### src/rtl/bch_seq_ctrl.sv
// ---------------------------------------------------------------------------
// bch_seq_ctrl
//
// Top-level sequencer for the BCH decoder.  A decode request (code, mode) is
// latched in IDLE, codeword words are streamed into the LLR buffer, then the
// syndrome, Berlekamp-Massey and Chien engines are started one after another.
// In soft mode that engine sequence repeats once per test-pattern candidate
// and the lowest-metric successful candidate is kept.  The chosen result is
// then streamed out on finish/odata.  No GF arithmetic lives here.
//
// Ports
//   clk, rst              clock, synchronous active-high reset
//   set, mode, code       decode request strobe, hard/soft select, code id
//   ready, word_we        word accept / LLR buffer write strobe (identical)
//   word_idx              index of the word being accepted
//   bch_t                 correction capability handed to BM
//   cand_idx              active candidate handed to the syndrome engine
//   synd/bm/chien_start   one-cycle engine start pulses
//   synd/bm/chien_done    one-cycle engine done strobes
//   chien_ok, err_cnt,
//   cand_metric           Chien result, valid with chien_done
//   rd_cand, rd_idx       result-store read select
//   err_loc               result-store read data (combinational)
//   finish, odata         output beat valid / error location or sentinel
//
// Optional feature macro: BCH_CTRL_TIMEOUT_EN adds a TIMEOUT_W-bit watchdog
// over the engine states; a stalled engine fails the current candidate.
// ---------------------------------------------------------------------------
module bch_seq_ctrl #(
    parameter int NUM_CAND  = 2,
    parameter int TIMEOUT_W = 12
) (
    input  logic       clk,
    input  logic       rst,
    input  logic       set,
    input  logic       mode,
    input  logic [1:0] code,
    output logic       ready,
    output logic       word_we,
    output logic [6:0] word_idx,
    output logic [2:0] bch_t,
    output logic [1:0] cand_idx,
    output logic       synd_start,
    input  logic       synd_done,
    output logic       bm_start,
    input  logic       bm_done,
    output logic       chien_start,
    input  logic       chien_done,
    input  logic       chien_ok,
    input  logic [2:0] err_cnt,
    input  logic [9:0] cand_metric,
    output logic [1:0] rd_cand,
    output logic [1:0] rd_idx,
    input  logic [9:0] err_loc,
    output logic       finish,
    output logic [9:0] odata
);

    typedef enum logic [2:0] {
        S_IDLE, S_FETCH, S_SYND, S_BM, S_CHIEN, S_OUT
    } state_t;

    localparam logic [1:0] LAST_CAND = 2'(NUM_CAND - 1);

    state_t     state, state_nxt;
    logic       entry;        // first cycle of an engine state: start pulse cycle
    logic [1:0] code_reg;
    logic       mode_reg;
    logic [6:0] widx;
    logic [6:0] last_idx;
    logic [1:0] cand_reg;
    logic       best_valid;
    logic [1:0] best_cand;
    logic [2:0] best_cnt;
    logic [9:0] best_metric;
    logic [1:0] out_idx;

    logic in_engine, in_engine_nxt;
    logic done_acc, pass_ok, pass_end, take, last_beat;
    logic timeout;

    always_comb begin
        case (code_reg)
            2'd2:    last_idx = 7'd31;
            2'd3:    last_idx = 7'd127;
            default: last_idx = 7'd7;
        endcase
    end

    assign in_engine     = (state == S_SYND) || (state == S_BM) || (state == S_CHIEN);
    assign in_engine_nxt = (state_nxt == S_SYND) || (state_nxt == S_BM) || (state_nxt == S_CHIEN);

    // A done strobe counts only in the state that expects it, and never in
    // the same cycle as the start pulse.
    assign done_acc = !entry && (((state == S_SYND)  && synd_done) ||
                                 ((state == S_BM)    && bm_done)   ||
                                 ((state == S_CHIEN) && chien_done));
    assign pass_ok  = (state == S_CHIEN) && done_acc && chien_ok;
    assign pass_end = ((state == S_CHIEN) && done_acc) || timeout;
    // Strict compare: on a metric tie the earlier candidate stays.  In hard
    // mode best_valid is clear on the single pass, so take == pass_ok.
    assign take     = pass_ok && (!best_valid || (cand_metric < best_metric));
    assign last_beat = !best_valid || (best_cnt == 3'd0) ||
                       ({1'b0, out_idx} == (best_cnt - 3'd1));

`ifdef BCH_CTRL_TIMEOUT_EN
    logic [TIMEOUT_W-1:0] wdog;

    always_ff @(posedge clk) begin
        if (rst) begin
            wdog <= '0;
        end else if (entry) begin
            wdog <= '0;
        end else if (in_engine && !(&wdog)) begin
            wdog <= wdog + 1'b1;
        end
    end

    // The stale count seen during the start cycle is not trusted.
    assign timeout = in_engine && !entry && (&wdog) && !done_acc;
`else
    // TIMEOUT_W only matters when the watchdog is built in.
    logic unused_timeout_w;
    assign unused_timeout_w = (TIMEOUT_W > 0);
    assign timeout = 1'b0;
`endif

    always_ff @(posedge clk) begin
        if (rst) begin
            state <= S_IDLE;
        end else begin
            state <= state_nxt;
        end
    end

    always_comb begin
        state_nxt   = state;
        ready       = 1'b0;
        word_we     = 1'b0;
        word_idx    = widx;
        bch_t       = 3'd0;
        cand_idx    = cand_reg;
        synd_start  = 1'b0;
        bm_start    = 1'b0;
        chien_start = 1'b0;
        rd_cand     = 2'd0;
        rd_idx      = 2'd0;
        finish      = 1'b0;
        odata       = 10'd0;

        case (state)
            S_IDLE:  if (set && (code != 2'd0)) state_nxt = S_FETCH;
            S_FETCH: if (widx == last_idx) state_nxt = S_SYND;
            S_SYND:  if (done_acc) state_nxt = S_BM;
            S_BM:    if (done_acc) state_nxt = S_CHIEN;
            S_CHIEN: state_nxt = S_CHIEN;
            S_OUT:   if (last_beat) state_nxt = S_IDLE;
            default: state_nxt = S_IDLE;
        endcase
        if (pass_end) begin
            state_nxt = (!mode_reg || (cand_reg >= LAST_CAND)) ? S_OUT : S_SYND;
        end

        if (state != S_IDLE) begin
            bch_t = (code_reg == 2'd3) ? 3'd4 : 3'd2;
        end
        ready       = (state == S_FETCH);
        word_we     = ready;
        synd_start  = (state == S_SYND)  && entry;
        bm_start    = (state == S_BM)    && entry;
        chien_start = (state == S_CHIEN) && entry;

        if (state == S_OUT) begin
            finish  = 1'b1;
            rd_cand = best_cand;
            rd_idx  = out_idx;
            if (!best_valid) begin
                odata = 10'd1022;
            end else if (best_cnt == 3'd0) begin
                odata = 10'd1023;
            end else begin
                odata = err_loc;
            end
        end
    end

    always_ff @(posedge clk) begin
        if (rst) begin
            entry      <= 1'b0;
            code_reg   <= 2'd0;
            mode_reg   <= 1'b0;
            widx       <= 7'd0;
            cand_reg   <= 2'd0;
            best_valid <= 1'b0;
            out_idx    <= 2'd0;
        end else begin
            entry <= in_engine_nxt && (state_nxt != state);
            if ((state == S_IDLE) && set && (code != 2'd0)) begin
                code_reg <= code;
                mode_reg <= mode;
            end
            if (state == S_FETCH) begin
                widx <= (widx == last_idx) ? 7'd0 : widx + 7'd1;
            end
            if (take) begin
                best_valid <= 1'b1;
            end
            if (pass_end && mode_reg && (cand_reg < LAST_CAND)) begin
                cand_reg <= cand_reg + 2'd1;
            end
            if (state == S_OUT) begin
                if (last_beat) begin
                    out_idx    <= 2'd0;
                    cand_reg   <= 2'd0;
                    best_valid <= 1'b0;
                end else begin
                    out_idx <= out_idx + 2'd1;
                end
            end
        end
    end

    // Result payload only; qualified by best_valid, so no reset needed.
    always_ff @(posedge clk) begin
        if (take) begin
            best_cand   <= cand_reg;
            best_cnt    <= err_cnt;
            best_metric <= cand_metric;
        end
    end

endmodule

### config.mk
export PLATFORM = sky130hd
export DESIGN_NAME = bch_seq_ctrl
export DESIGN_NICKNAME = d
export VERILOG_FILES = /design/src/rtl/bch_seq_ctrl.sv
export SDC_FILE = /design/constraint.sdc
export NUM_CORES = 1
export LEC_CHECK = 0
export CAP_MARGIN = 20
export CORE_MARGIN = 5
export CORE_UTILIZATION = 36
export DETAILED_ROUTE_END_ITERATION = 8
export GPL_TIMING_DRIVEN = 0
export HOLD_SLACK_MARGIN = 0.05
export PLACE_DENSITY = 0.63
export SYNTH_ARGS = -nofsm -noshare
export SYNTH_HDL_FRONTEND = slang
export SYNTH_SLANG_ARGS = --single-unit
### constraint.sdc
create_clock -name clk -period 3.65 [get_ports clk]
set_input_delay 0.9125 -clock clk [delete_from_list [all_inputs] [get_ports clk]]
set_output_delay 0.9125 -clock clk [all_outputs]
set_load 0.01 [all_outputs]
==> impl_metrics.toml <==
[drt]
remaining_drc_errors = 0
postRouteAntennaNets = 0
dr.pass1.iters = 4
routed_wl_um = 4325
routedWlPerCell_um = 12.36
drt_iter0_markers = 89
num_vias = 1660
viasPerCell = 4.743

[clocking]
root_buffer = "clkbuf_8"
cts_hold_buf = 0
cts_tree = "done"
clockBufferDepth = 2
clock_latency_ns = 0.28
clk_pin_slew_ns = 0.07
cts_buffers = 5
clock-sinks = 34
cts_max_level = 2
cts_resized = 0
post-cts-setup-buffers = 0

[synthesis]
ys_ff_latch = 34
ys_top_cells_by_count = "42 x nor2_1, 19 x dfxtp_1, 16 x inv_1, 15 x edfxtp_1, 14 x ha_1"
yosysSeqAreaShare = 0.4295
syn_area_per_cell_um2 = 9.211
synthArstFlopShare = 0
syn_area_um2 = 1934
synth_edf_count = 15
synth_warnings = 0
synthCells = 210
synth_top_cell_area_share = 0.2329
yosys.cell_count.top_type = "nor2_1"
synth_cell_type_count = 46
synth_nets = 257
synthTopCellsByArea = "edfxtp_1 23%, dfxtp_1 20%, ha_1 9.1%"
yosys.area.top_type = "edfxtp_1"
yosys_most_used_dff = "dfxtp_1"

[timing]
rsz0062_at_grt = "false"
slew_headroom = 0.3807
slew_violations = 0
period_share = 0.8672
fmax_ghz = 0.3159
whs_ns = 0.5002
period_needed_ns = 3.165
setup_viol = 0
worst_slack_ns = 0.4848
tightestPinTransition_ns = 0.9261
fin_skew_ns = 0.002158
hold_viol = 0

[placement]
hpwlAfterDp_um = 3353
dp_slack_ns = 0.1752
gp_congestion = 0.8131
io_buffers = 62
dp_cells = 342
placed_area_um2 = 2649

[floorplanning]
die_w_um = 83.30
row_count = 26
core_area_um2 = 5172
die_h_um = 83.30
die_area_um2 = 6939
boundaryPins = 65
start_util = 0.3740

[grt]
grt-ovfl-total = 0
grt_first_pass_wirelength_um = 7831
grt_pass1_vias = 1655
grt_max_degree = 16
gr-usage-all-layers = 0.1348
antenna_found_initial = 0

[hold_path]
min_path_cells = 2
min_to = "word_idx[1]$_SDFFE_PP0P_"
hp-start = "word_idx[1]$_SDFFE_PP0P_"
hold_path.class = "register to register"

[power]
p_leak_nw = 1.115
clockPowerShare = 0.403
p_switching_mw = 0.1798
p_per_area_nw_per_um2 = 304.7
combPwrFrac = 0.114
ir_drop_mv = 0.1729
seqPwrFrac = 0.484
internal-power_mw = 0.6596
sw_frac_of_total = 0.2142

[finish]
synthToLayoutAreaGrowth_pct = 42.43
multi_input_area_um2 = 1003
top_register = "best_metric"
stdcell_area_um2 = 2755
fill_cells = 479
final_cells = 350
antenna_cells = 0
largest_register_ffs = 10
layout.nets = 326
seqCellArea_um2 = 830.8
drive_above_1_share = 0.06786

[worst_setup_path]
crit_path_max_incr_delay_ns = 0.74
crit_type = "primary input to register"
rr_endpoint = "best_metric[3]$_DFFE_PP_"
path_max_fanout = 15
r2r_cells = 8
slowest_stage = "a31oi_2"
crit_path_end_kind = "register"
timing.rr.start = "best_metric[7]$_DFFE_PP_"
required_ns = 3.56
critPathTopFamily = "compound AO/OA/AOI/OAI gates"
reg2reg_slack_ns = 1.22
crit_buf_inv = 1
worstPathArrival_ns = 3.08
cp_cell_sequence = "clkdlybuf4s50_1 -> ha_1 -> a21o_1 -> a21oi_1 -> nor2b_1 -> o21ai_0 -> nand3_1 -> a31oi_2"
cp-start-kind = "primary input"

[run]
maxCapViolations = 0

[outcome]
status = "finished, final reports clean"
==> per-layer routing <==
layer / track usage / up-vias / share of wire
met5: 0 / - / 0
met4: 0.05052 / 0 / 0.020
met3: 0.04752 / 9 / 0.066
met2: 0.2019 / 60 / 0.43
met1: 0.1775 / 734 / 0.49
li1: - / 857 / -
==> worst register-to-register path, stage by stage (launching register included) <==
cell and delay, ns:
edfxtp_1 0.36, inv_1 0.06, ha_1 0.24, a21o_1 0.19
a21oi_1 0.13, nor2b_1 0.05, o21ai_0 0.17, nand3_1 0.11
a31oi_2 0.74
==> through the flow <==
step	total power, mW	util	setup TNS (ns)
final	0.8394	0.5327	0
after floorplan	0.4554	-	0
after CTS	0.8496	0.5327	0
after global placement	0.5092	0.5109	-3.430
after detailed placement	0.5102	0.5121	0
after global routing	0.8790	0.5327	0
==> cell type report <==
cell class                 count  area share
buffer                         7     0.01499
multi-input combinational    152      0.3642
inverter                      17     0.02361
timing repair buffer          62      0.2252
clock buffer                   6     0.02634
clock inverter                 2     0.01226
tap                           70     0.03179
sequential                    34      0.3015
==> cell families after synthesis <==
group	after synthesis	synth area share
AND/OR/NAND/NOR	91	0.2400
flip-flops	34	0.4295
multiplexers	5	0.02587
buffers and inverters	24	0.05498
AO/OA/AOI/OAI	32	0.1164
other	1	0.001939
adder cells (fa/ha/maj)	14	0.09056
XOR/XNOR	9	0.04075
==> power groups by stage <==
stage / clock (mW) / sequential [mW] / combinational [mW]
final: 0.338 / 0.406 / 0.0953
after global routing: 0.368 / 0.407 / 0.105
after CTS: 0.347 / 0.406 / 0.0963
after detailed placement: 0 / 0.415 / 0.0955
after global placement: 0 / 0.415 / 0.0945
after floorplan: 0 / 0.414 / 0.0410
==> placed cells by master, fill, tap and decap left out, types with 4 or more instances in the layout <==
master,instances
nand2b_1,5
a21oi_1,11
ha_1,14
clkdlybuf4s50_1,62
xor2_1,5
nand3_1,6
edfxtp_1,15
clkbuf_8,5
xnor2_1,4
nor3_1,6
nand2_1,9
inv_1,16
dfxtp_1,19
nor2_1,42
nor2b_1,4
clkbuf_1,4
and2_1,6
mux2i_1,5
==> how the worst max path moves through the flow <==
stage,start,end,slack [ns],cells past startpoint
detailed placement,cand_metric[7],best_metric[0]$_DFFE_PP_,0.18,8
global placement,cand_metric[7],best_metric[0]$_DFFE_PP_,-0.23,8
finish,cand_metric[7],best_metric[3]$_DFFE_PP_,0.48,8
global route,best_cnt[0]$_DFFE_PP_,odata[7],0.27,8
floorplan,cand_metric[7],best_cand[0]$_DFFE_PP_,0.66,7
CTS,best_cnt[0]$_DFFE_PP_,odata[8],0.46,8
(Power assumes the default switching activity.)
